--- config.mk ---
export PLATFORM = sky130hd
export DESIGN_NAME = if_fetch
export DESIGN_NICKNAME = d
export VERILOG_FILES = /design/src/rtl/if_fetch.sv
export SDC_FILE = /design/constraint.sdc
export NUM_CORES = 1
export LEC_CHECK = 0
export ABC_AREA = 1
export BUFFER_PORTS_ARGS = -buffer_cell sky130_fd_sc_hd__buf_2
export CAP_MARGIN = 5
export CELL_PAD_IN_SITES_DETAIL_PLACEMENT = 0
export CELL_PAD_IN_SITES_GLOBAL_PLACEMENT = 1
export CORE_ASPECT_RATIO = 1.2
export CORE_MARGIN = 3
export CORE_UTILIZATION = 45
export CTS_BUF_LIST = sky130_fd_sc_hd__clkbuf_8
export CTS_CLUSTER_SIZE = 24
export DETAILED_ROUTE_END_ITERATION = 6
export GPL_ROUTABILITY_DRIVEN = 0
export HOLD_SLACK_MARGIN = 0.1
export PLACE_DENSITY_LB_ADDON = 0.1
export SLEW_MARGIN = 40
export SYNTH_ARGS = -nofsm -noshare
export SYNTH_HDL_FRONTEND = slang
export SYNTH_SLANG_ARGS = --single-unit
--- constraint.sdc ---
create_clock -name clk -period 3.6 [get_ports clk]
set_input_delay 0.72 -clock clk [delete_from_list [all_inputs] [get_ports clk]]
set_output_delay 0.72 -clock clk [all_outputs]
set_load 0.005 [all_outputs]
--- src/rtl/if_fetch.sv ---
// Instruction fetch unit: assembles 32-bit little-endian instruction words from a
// byte-wide memory port, one outstanding request at a time, and presents them to IF/ID.
// Optional direct-mapped instruction cache is compiled in with `define ICACHE_EN.
module if_fetch #(
  parameter logic [31:0] RESET_PC     = 32'h0000_0000,
  parameter int unsigned ICACHE_LINES = 64
) (
  input  logic        clk,
  input  logic        rst,
  input  logic        rdy,
  input  logic [5:0]  stall,
  input  logic        branch_flag,
  input  logic [31:0] branch_target,
  output logic        mem_req,
  output logic [31:0] mem_addr,
  input  logic        mem_busy,
  input  logic        mem_valid,
  input  logic [7:0]  mem_data,
  output logic [31:0] if_pc,
  output logic [31:0] if_instr,
  output logic        stall_req
);

  typedef enum logic [2:0] {StIdle, StReq, StWait, StDone, StDrain} state_t;

  state_t      state;
  logic [31:0] pc;
  logic [1:0]  k;
  logic [23:0] instr_buf;  // bytes 0..2 of the word in flight, byte 0 lowest
  logic        req_q;
  logic        cache_hit;
  logic [31:0] hit_word;

  // Only stall[1] (IF/ID capture) concerns this stage.
  logic unused_stall;
  assign unused_stall = ^{stall[5:2], stall[0]};

  if (ICACHE_LINES < 2 || (ICACHE_LINES & (ICACHE_LINES - 1)) != 0) begin : g_lines_check
    $error("ICACHE_LINES must be a power of two >= 2");
  end

  // A request is never visible while the pipeline is frozen.
  assign mem_req = req_q & rdy;

`ifdef ICACHE_EN
  localparam int unsigned IdxW = $clog2(ICACHE_LINES);
  localparam int unsigned TagW = 30 - IdxW;

  logic [31:0]             cache_data [ICACHE_LINES];
  logic [TagW-1:0]         cache_tag  [ICACHE_LINES];
  logic [ICACHE_LINES-1:0] cache_valid;
  logic [IdxW-1:0]         pc_idx;
  logic [TagW-1:0]         pc_tag;
  logic                    fill;

  assign pc_idx    = pc[IdxW+1:2];
  assign pc_tag    = pc[31:IdxW+2];
  assign cache_hit = cache_valid[pc_idx] && (cache_tag[pc_idx] == pc_tag);
  assign hit_word  = cache_data[pc_idx];
  // A fill completes on the last byte of an unbranched miss, i.e. on entry to DONE.
  assign fill = rdy && !branch_flag && (state == StWait) && mem_valid && (k == 2'd3);

  // Valid bits: cleared by reset, set by each completed fill.
  always_ff @(posedge clk or negedge rst) begin
    if (!rst) begin
      cache_valid <= '0;
    end else if (fill) begin
      cache_valid[pc_idx] <= 1'b1;
    end
  end

  // Line storage: data and tag written together on a fill.
  always_ff @(posedge clk) begin
    if (fill) begin
      cache_data[pc_idx] <= {mem_data, instr_buf};
      cache_tag[pc_idx]  <= pc_tag;
    end
  end
`else
  assign cache_hit = 1'b0;
  assign hit_word  = '0;
`endif

  // Fetch FSM with registered memory-request and IF/ID outputs.
  always_ff @(posedge clk or negedge rst) begin
    if (!rst) begin
      state     <= StIdle;
      pc        <= RESET_PC;
      k         <= 2'd0;
      instr_buf <= '0;
      req_q     <= 1'b0;
      mem_addr  <= '0;
      if_pc     <= '0;
      if_instr  <= '0;
      stall_req <= 1'b1;
    end else if (rdy) begin
      if (branch_flag) begin
        pc        <= branch_target;
        k         <= 2'd0;
        req_q     <= 1'b0;
        stall_req <= 1'b1;
        // A byte still in flight must be swallowed before a new request goes out.
        if (((state == StWait || state == StDrain) && !mem_valid) ||
            (state == StReq && !mem_busy)) begin
          state <= StDrain;
        end else begin
          state <= StIdle;
        end
      end else begin
        unique case (state)
          StIdle: begin
            if (cache_hit) begin
              state     <= StDone;
              if_pc     <= pc;
              if_instr  <= hit_word;
              stall_req <= 1'b0;
            end else begin
              state    <= StReq;
              k        <= 2'd0;
              req_q    <= 1'b1;
              mem_addr <= pc;
            end
          end
          StReq: begin
            if (!mem_busy) begin
              req_q <= 1'b0;
              state <= StWait;
            end
          end
          StWait: begin
            if (mem_valid) begin
              if (k == 2'd3) begin
                state     <= StDone;
                if_pc     <= pc;
                if_instr  <= {mem_data, instr_buf};
                stall_req <= 1'b0;
              end else begin
                instr_buf <= {mem_data, instr_buf[23:8]};
                k         <= k + 2'd1;
                req_q     <= 1'b1;
                mem_addr  <= pc + {30'd0, k} + 32'd1;
                state     <= StReq;
              end
            end
          end
          StDone: begin
            if (!stall[1]) begin
              pc        <= pc + 32'd4;
              state     <= StIdle;
              stall_req <= 1'b1;
            end
          end
          StDrain: begin
            if (mem_valid) begin
              state <= StIdle;
            end
          end
          default: state <= StIdle;
        endcase
      end
    end
  end

endmodule

## Word-level counts from Yosys, hierarchy flattened

Index checks and enable logic that the tools add are counted.

| word-level totals | value |
|---|---|
| input bits | 52 |
| bits in registers | 159 |
| output and inout port bits | 98 |
| word-level logic and storage cells | 78 |

| operators by class | value |
|---|---|
| mux-type cells | 28 |
| reductions and logical operators | 20 |
| equal/unequal tests | 14 |
| bitwise operators | 3 |
| add/subtract/negate cells | 4 |

Operators with widths:

| operator | count |
|---|---|
| $mux W32 | 5 |
| $pmux W32 S2 | 1 |
| $add A32 B1 Y32 const B | 1 |
| $add A32 B2 Y32 | 1 |
| $add A32 B3 Y32 const B | 1 |
| $reduce_and A5 Y1 | 6 |
| $mux W3 | 6 |
| $ne A3 B3 Y1 const B | 5 |
| $pmux W3 S5 | 1 |
| $mux W1 | 8 |
| $mux W2 | 4 |
| $eq A3 B2 Y1 const B | 2 |
| $reduce_bool A3 Y1 | 2 |
| $ne A2 B2 Y1 const B | 2 |
| $pmux W2 S2 | 1 |
| $reduce_and A4 Y1 | 1 |
| $reduce_bool A2 Y1 | 2 |
| $reduce_bool A4 Y1 | 1 |
| $eq A3 B1 Y1 const B | 1 |
| $eq A3 B3 Y1 const B | 1 |
| $logic_not A3 Y1 | 1 |
| $ne A3 B2 Y1 const B | 1 |
| $pmux W1 S3 | 1 |
| $reduce_and A3 Y1 | 1 |
| other kinds (9) | 13 |

## Longest topological paths before layout

Gate-level depths: netlist of run 1.

| depth | value |
|---|---|
| word-level depth | 6 |
| depth in mapped cells | 12 |
| depth with buffers taken out | 12 |

## Worst setup path before layout of run 1

OpenSTA, ideal clock, no wires.

| path | value |
|---|---|
| path kind | register to register |
| start | reg k[0] |
| end | reg mem_addr[30] |
| cell stages (with the launch flop) | 12 |
| data required time | 3483 ps |
| path buffers | 0 |
| setup time | 117 ps |
| setup slack | 1734 ps |
| arrival time | 1749 ps |
| clock period less this slack | 1866 ps |
| cells stage by stage | dfrtp_1 > inv_1 > ha_1 > fa_1 > inv_1 > nand3_2 > nor2_1 > inv_1 > nor2_1 > nand3_1 > nand3_1 > nand2_1 |

| on the way | value |
|---|---|
| cells in the longest elaborated chain, start to end | 5 |
| elaborated cells between the ends (all ways) | 8 |
| classes of those cells | 2 x add/sub; 2 x eq/ne; 3 x mux; 1 x reduce/logical |

Ends and longest elaborated chain:

| item | RTL line | source |
|---|---|---|
| start: declaration | 28 | `logic [1:0] k;` |
| start signal: assignment | 139 | `k <= k + 2'd1;` |
| $add A32 B2 Y32 | 141 | `mem_addr <= pc + {30'd0, k} + 32'd1;` |
| $add A32 B1 Y32 | 141 |  |
| $mux W32 | 132 | `if (k == 2'd3) begin` |
| $mux W32 | 131 | `if (mem_valid) begin` |
| $pmux W32 S2 | 110 | `unique case (state)` |
| end signal: assignment | 121 | `mem_addr <= pc;` |
| end signal: assignment | 141 |  |
| end: declaration | 15 | `output logic [31:0] mem_addr,` |

Parallel ways exist; a longest one is shown, timed or not. The select of a mux whose other input is x is not followed.
A chain may end at the register's enable or synchronous reset.

## Final worst setup path of run 1

| path | value |
|---|---|
| start | reg state[2] |
| end | reg if_pc[31] |

| on the way | value |
|---|---|
| cells in the longest elaborated chain, start to end | 2 |

Ends and longest elaborated chain:

| item | RTL line | source |
|---|---|---|
| start: declaration | 26 | `state_t state;` |
| start signal: assignment | 87 | `state <= StIdle;` |
| start signal: assignment | 105 | `state <= StDrain;` |
| start signal: assignment | 107 | `state <= StIdle;` |
| $eq A3 B2 Y1 | 110 |  |
| $reduce_and A5 Y1 (no line) | n/a |  |
| end signal: assignment | 114 | `if_pc <= pc;` |
| end signal: assignment | 134 | `if_pc <= pc;` |
| end: declaration | 19 | `output logic [31:0] if_pc,` |

No other way between the ends.

==> impl_metrics.yaml, run 1 <==
status:
  outcome: "complete, no violations"
cells_and_area:
  syn2layout_area_growth_pct: 16.0
  final_cell_mix: "370 x nand2_1, 158 x dfrtp_1, 143 x buf_2"
  multi_input_area_sq_um: 3300
  seqCellArea_sq_um: 3980
  final_common_cell: "nand2_1"
  instances_no_fill: 1386
  antenna_cells: 0
  drive_gt1_share_pct: 18.6
  fillers: 1758
  final_nets: 1215
clock_network:
  h-tree-depth: 4
  cts_buffer_depth: 2
  clk_pin_slew_ns: 0.09
  clk_latency_ns: 0.45
  clockRootBuffer: "clkbuf_8"
  cts_resized: 0
  cts_tree: "built"
  cts_inserted_buffers: 17
  clock-sinks: 159
timing:
  finalSetupTns_ns: 0
  clock_skew_ns: 0.0124
  drv_slew: 0
  rsz0062_at_grt: "no"
  min_period_ns: 2.74
  post-route-period-util_pct: 76.2
  slew_headroom_pct: 65.9
  setup_ws_ns: 0.855
  hold_viol_final: 0
  fmax_mhz: 364
  setup_violations: 0
  tightest_slew_ns: 0.512
worst_setup_path:
  arrival_ns: 3.08
  critical_path_class: "reg2reg"
  cp_top_family: "buffers and inverters"
  slowest_delay_ns: 0.53
  cp_num_buf_inv: 3
  crit_chain: "nor2_4 > nand2_2 > inv_2 > nand3_2 > nor2_4 > clkinv_2 > buf_12 > nand2_1 > o21ai_2"
  cp_common_cell: "nor2_4"
  worst_path_max_delay_cell: "clkinv_2"
  cp.required_ns: 3.93
  worstPathMaxFanout: 80
  start_kind: "flop"
  end_kind: "flop"
yosys:
  ys_seq_area_share_pct: 50.7
  synth_compound_area_share_pct: 10.6
  synth_xor_area_share_pct: 1.23
  netlist_instances: 1026
  synth_top_family_by_area: "simple AND/OR/NAND/NOR gates"
  synthAdderAreaFrac_pct: 0.892
  synthMuxAreaShare_pct: 0
  synth-main-ff-cell: "dfrtp_1"
  synthArstFlopShare_pct: 100
  ys_types: 36
  syn_area_sq_um: 7850
  synth_seq_cells: 159
  synthSimpleGateAreaFrac_pct: 29.4
  yosysWarnings: 0
  avgSynthCellArea_sq_um: 7.65
  syn-num-nets: 1083
  synth-edff-count: 0
grt:
  grt_pass1_wl_mm: 35.3
  grt_overflow: 0
  globalRouteTotalUtil_pct: 23.5
  first_global_vias: 6546
  antenna_found_initial: 0
  grt_start_max_net_pins: 81
pwr:
  total_power_mw: 4.89
  ir_drop_mv: 0.246
  p_per_area_nw_per_um2: 537
  leakagePower_nw: 4.74
routing:
  dr.pass1.iters: 5
  vias: 6913
  wire_per_inst_microns: 15.7
  drt_iter0_drc: 644
  ant_nets: 0
  via_per_inst: 4.99
  drt_wl_total_mm: 21.8
  drc: 0
hold_path:
  hp-class: "reg2reg"
placed_design:
  portBuffers: 144
  placed_cells: 1354
  dp_slack_ns: 0.833
  place_hpwl_mm: 16.3
floorplanning:
  io_pins: 150
  std_cell_rows: 52
  start_util_pct: 46.2
  chipHeight_microns: 151
  core_sq_um: 17000
  die_width_microns: 127
  dieArea_sq_um: 19100
job:
  cap_violations: 0
==> stage by stage <==
stage / utilization [%] / cell area [sq um] / hold slack, ns
after CTS: 53.6 / 9110 / 0.469
after detailed placement: 51.4 / 8730 / 0.453
after global routing: 53.6 / 9110 / 0.483
after global placement: 51.4 / 8730 / 0.449
final: 53.6 / 9110 / 0.466
after floorplan: - / 7850 / 0.424
==> routing by layer <==
| layer | track usage, % | share of wire, % | vias up |
|---|---|---|---|
| li1 | - | - | 3534 |
| met1 | 34.5 | 47 | 3124 |
| met2 | 35.6 | 45 | 226 |
| met3 | 4.01 | 5.7 | 29 |
| met4 | 7.35 | 2.2 | 0 |
| met5 | 0 | 0 | - |
==> cell families (layout without fill, tap and decap cells) <==
logic type / Yosys count / count (layout)
adder cells (fa/ha/maj): 5 / 5
buffers and inverters: 134 / 278
XOR/XNOR: 11 / 11
flip-flops: 159 / 159
AND/OR/NAND/NOR: 559 / 559
AO/OA/AOI/OAI: 158 / 158
==> path summary, 6_finish.rpt <==
path / from / to / slack, ns / cells after the start
max: state[2] / if_pc[31] / 0.86 / 9
min: stall_req / stall_req / 0.47 / 2
max reg2reg: state[2] / if_pc[31] / 0.86 / 9
min reg2reg: stall_req / stall_req / 0.47 / 2
max in group asynchronous: rst / stall_req / 2.14 / 3
min in group asynchronous: rst / if_instr[29] / 0.68 / 2
==> worst register-to-register path, stage by stage (launching register included) <==
cell and delay (ns):
dfrtp_1 0.45, nor2_4 0.19, nand2_2 0.08, inv_2 0.22, nand3_2 0.17, nor2_4 0.38, clkinv_2 0.54, buf_12 0.40
nand2_1 0.14, o21ai_2 0.05
==> state kept, by name (all words and copies together) (netlist names) <==
name / cells
if_instr: 32
if_pc: 32
instr_buf: 24
k: 2
mem_addr: 32
pc: 32
req_q: 1
stall_req: 1
state: 3
==> layout make-up <==
type,count,share of cell area [%]
Tap cell,216,2.97
Multi-Input combinational cell,733,36.3
Timing Repair Buffer,155,9.19
Clock inverter,14,1.48
Clock buffer,17,2.57
Sequential cell,159,43.7
Inverter,92,3.81
==> where the power goes <==
group          switching, mW  internal, mW
sequential             0.301          2.12
clock                  0.716         0.554
combinational          0.762         0.436
==> synthesized netlist by cell type, drive strengths merged, types with 3 or more instances <==
master / number / area (sq um)
nand2: 374 / 1410
xor2: 10 / 87.6
a22oi: 3 / 22.5
ha: 4 / 50.1
nand3b: 3 / 22.5
inv: 92 / 345
dfrtp: 158 / 3950
o21ai: 121 / 621
clkbuf: 14 / 55.1
nand3: 74 / 385
nand4: 5 / 31.3
a21oi: 24 / 120
buf: 28 / 166
o211ai: 3 / 22.5
nor2: 100 / 430
==> timing repair <==
action	CTS	global route
hold buffers	1	0
buffers inserted	0	0
hold endpoints to repair	19	0
setup endpoints to repair	0	0
(Power assumes the default switching activity.)
==> run 2, diff against run 1 <==
--- a/config.mk
+++ b/config.mk
@@ -12,7 +12,7 @@
 export CELL_PAD_IN_SITES_GLOBAL_PLACEMENT = 1
 export CORE_ASPECT_RATIO = 1.2
 export CORE_MARGIN = 3
-export CORE_UTILIZATION = 45
+export CORE_UTILIZATION = 38
 export CTS_BUF_LIST = sky130_fd_sc_hd__clkbuf_8
 export CTS_CLUSTER_SIZE = 24
 export DETAILED_ROUTE_END_ITERATION = 6
==> constraint.sdc (replaced) <==
create_clock -name clk -period 2.4 [get_ports clk]
set_input_delay 0.48 -clock clk [delete_from_list [all_inputs] [get_ports clk]]
set_output_delay 0.48 -clock clk [all_outputs]
set_load 0.005 [all_outputs]
==> run 2 against run 1 <==
Compared with the run above:
- sequential power up 50%
- non-clock buffer count increased by 6
- via count is 0.36% higher
- flip-flop and latch count stayed put
==> impl_metrics.yaml, run 2 (same netlist as run 1, synthesis figures left out) <==
timing:
  clock_skew_ns: 0.00920
  fmax_mhz: 465
  slew_headroom_pct: 64.2
  drv_slew: 0
  rsz0062_at_grt: "no"
  hold_slack_ns: 0.281
  min_period_ns: 2.15
  finalSetupTns_ns: 0
  tightest_slew_ns: 0.538
  setup_violations: 0
  post-route-period-util_pct: 89.6
  setup_ws_ns: 0.249
  hold_viol_final: 0
cells_and_area:
  seqCellArea_sq_um: 3980
  instances_no_fill: 1438
  final_nets: 1221
  antenna_cells: 0
  final_core_util_pct: 46.5
  final_common_cell: "nand2_1"
  fillers: 2144
  syn2layout_area_growth_pct: 17.8
  finalInstanceArea_sq_um: 9250
  final_cell_mix: "370 x nand2_1, 158 x dfrtp_1, 143 x buf_2"
  multi_input_area_sq_um: 3300
  drive_gt1_share_pct: 19.1
worst_setup_path:
  start_kind: "flop"
  worstPathMaxFanout: 7
  cp.required_ns: 2.75
  arrival_ns: 2.50
  rr_startpoint: "pc[0]"
  r2r_cells: 11
  reg2reg_setup_slack_ns: 0.25
  end_kind: "flop"
  crit_start: "pc[0]"
  critical_path_class: "reg2reg"
floorplanning:
  std_cell_rows: 56
  io_pins: 150
  die_width_microns: 137
  core_sq_um: 19900
  chipHeight_microns: 163
  start_util_pct: 39.5
  dieArea_sq_um: 22400
routing:
  wl_met3_mm: 1.18
  ant_nets: 0
  highest_layer: "met4"
  wire_per_inst_microns: 16.1
  drc: 0
  dr.pass1.iters: 5
  drt_wl_total_mm: 23.2
  met1_length_mm: 11.4
  via_per_inst: 4.82
  drt_iter0_drc: 435
  vias: 6938
  wl_met2_mm: 10.3
pwr:
  leakagePower_nw: 4.80
  p_per_area_nw_per_um2: 798
  ir_drop_mv: 0.362
  total_power_mw: 7.38
placed_design:
  placed_cells: 1405
  dp_slack_ns: 0.248
  place_hpwl_mm: 17.4
  portBuffers: 144
  placedInstanceArea_sq_um: 8870
grt:
  globalRouteTotalUtil_pct: 21.2
  grt_overflow: 0
  antenna_found_initial: 0
  grt_pass1_wl_mm: 36.3
  grt_start_max_net_pins: 89
  first_global_vias: 6418
clock_network:
  clockRootBuffer: "clkbuf_8"
  cts_setup_buffers: 0
  clock-sinks: 159
  clk_latency_ns: 0.45
  cts_buffer_depth: 2
  clk_pin_slew_ns: 0.09
  h-tree-depth: 4
  cts_tree: "built"
  cts_inserted_buffers: 17
job:
  cap_violations: 0
hold_path:
  min_from: "mem_data[5]"
  whs_path_depth: 3
  hp-class: "in2reg"
status:
  outcome: "complete, no violations"
run 2: changes by cell type in the layout (fill, tap and decap cells not counted):
| cell | before | now |
|---|---|---|
| buf_12 | 2 | 5 |
| inv_8 | 1 | 2 |
| clkbuf_8 | 17 | 19 |
| bufinv_16 | 1 | 0 |
| clkinvlp_4 | 3 | 1 |
| clkinv_4 | 4 | 5 |
| buf_4 | 8 | 11 |
| inv_6 | 3 | 2 |
| clkinv_2 | 3 | 4 |
run 2: worst max-delay path, stage by stage (launching register included):
cell and delay [ns]:
dfrtp_1 0.35, inv_1 0.07, ha_1 0.23, fa_1 0.37, inv_1 0.08, nand3_2 0.19
nor2_2 0.26, nand2_1 0.17, o21ai_1 0.15, nand2_1 0.07, nand2_1 0.05, nand2_1 0.05
run 2: final cells by class:
type,instances,area share [%]
inverters,92,3.75
multi-input cells,733,35.7
flip-flops and latches,159,43.1
repair buffers,161,9.95
well taps,261,3.53
clock buffers,19,2.83
clock inverters,13,1.15
run 2: final timing paths:
kind / endpoint
setup / recovery: mem_addr[18]
hold / removal: if_instr[29]
setup reg to reg: mem_addr[18]
hold reg to reg: stall_req
max in group asynchronous: if_pc[17]
min in group asynchronous: if_instr[29]
run 2: repair_timing:
| action | 4_1_cts | 5_1_grt |
|---|---|---|
| endpoints found under the setup margin | 0 | 0 |
| hold buffers | 1 | 0 |
| endpoints found under the hold margin | 96 | 0 |
| resized for setup | 0 | 0 |
run 2: layer usage:
layer | vias to the layer above | track usage [%]
li1 | 3532 | -
met1 | 3202 | 31.6
met2 | 192 | 32.2
met3 | 12 | 3.42
met4 | 0 | 4.85
met5 | - | 0
run 2: report_power, final:
group	switching (mW)	leakage (nW)	internal [mW]
logic	1.18	2.52	0.684
clock network	1.08	0.190	0.793
registers	0.458	2.09	3.18
total	2.72	4.80	4.66
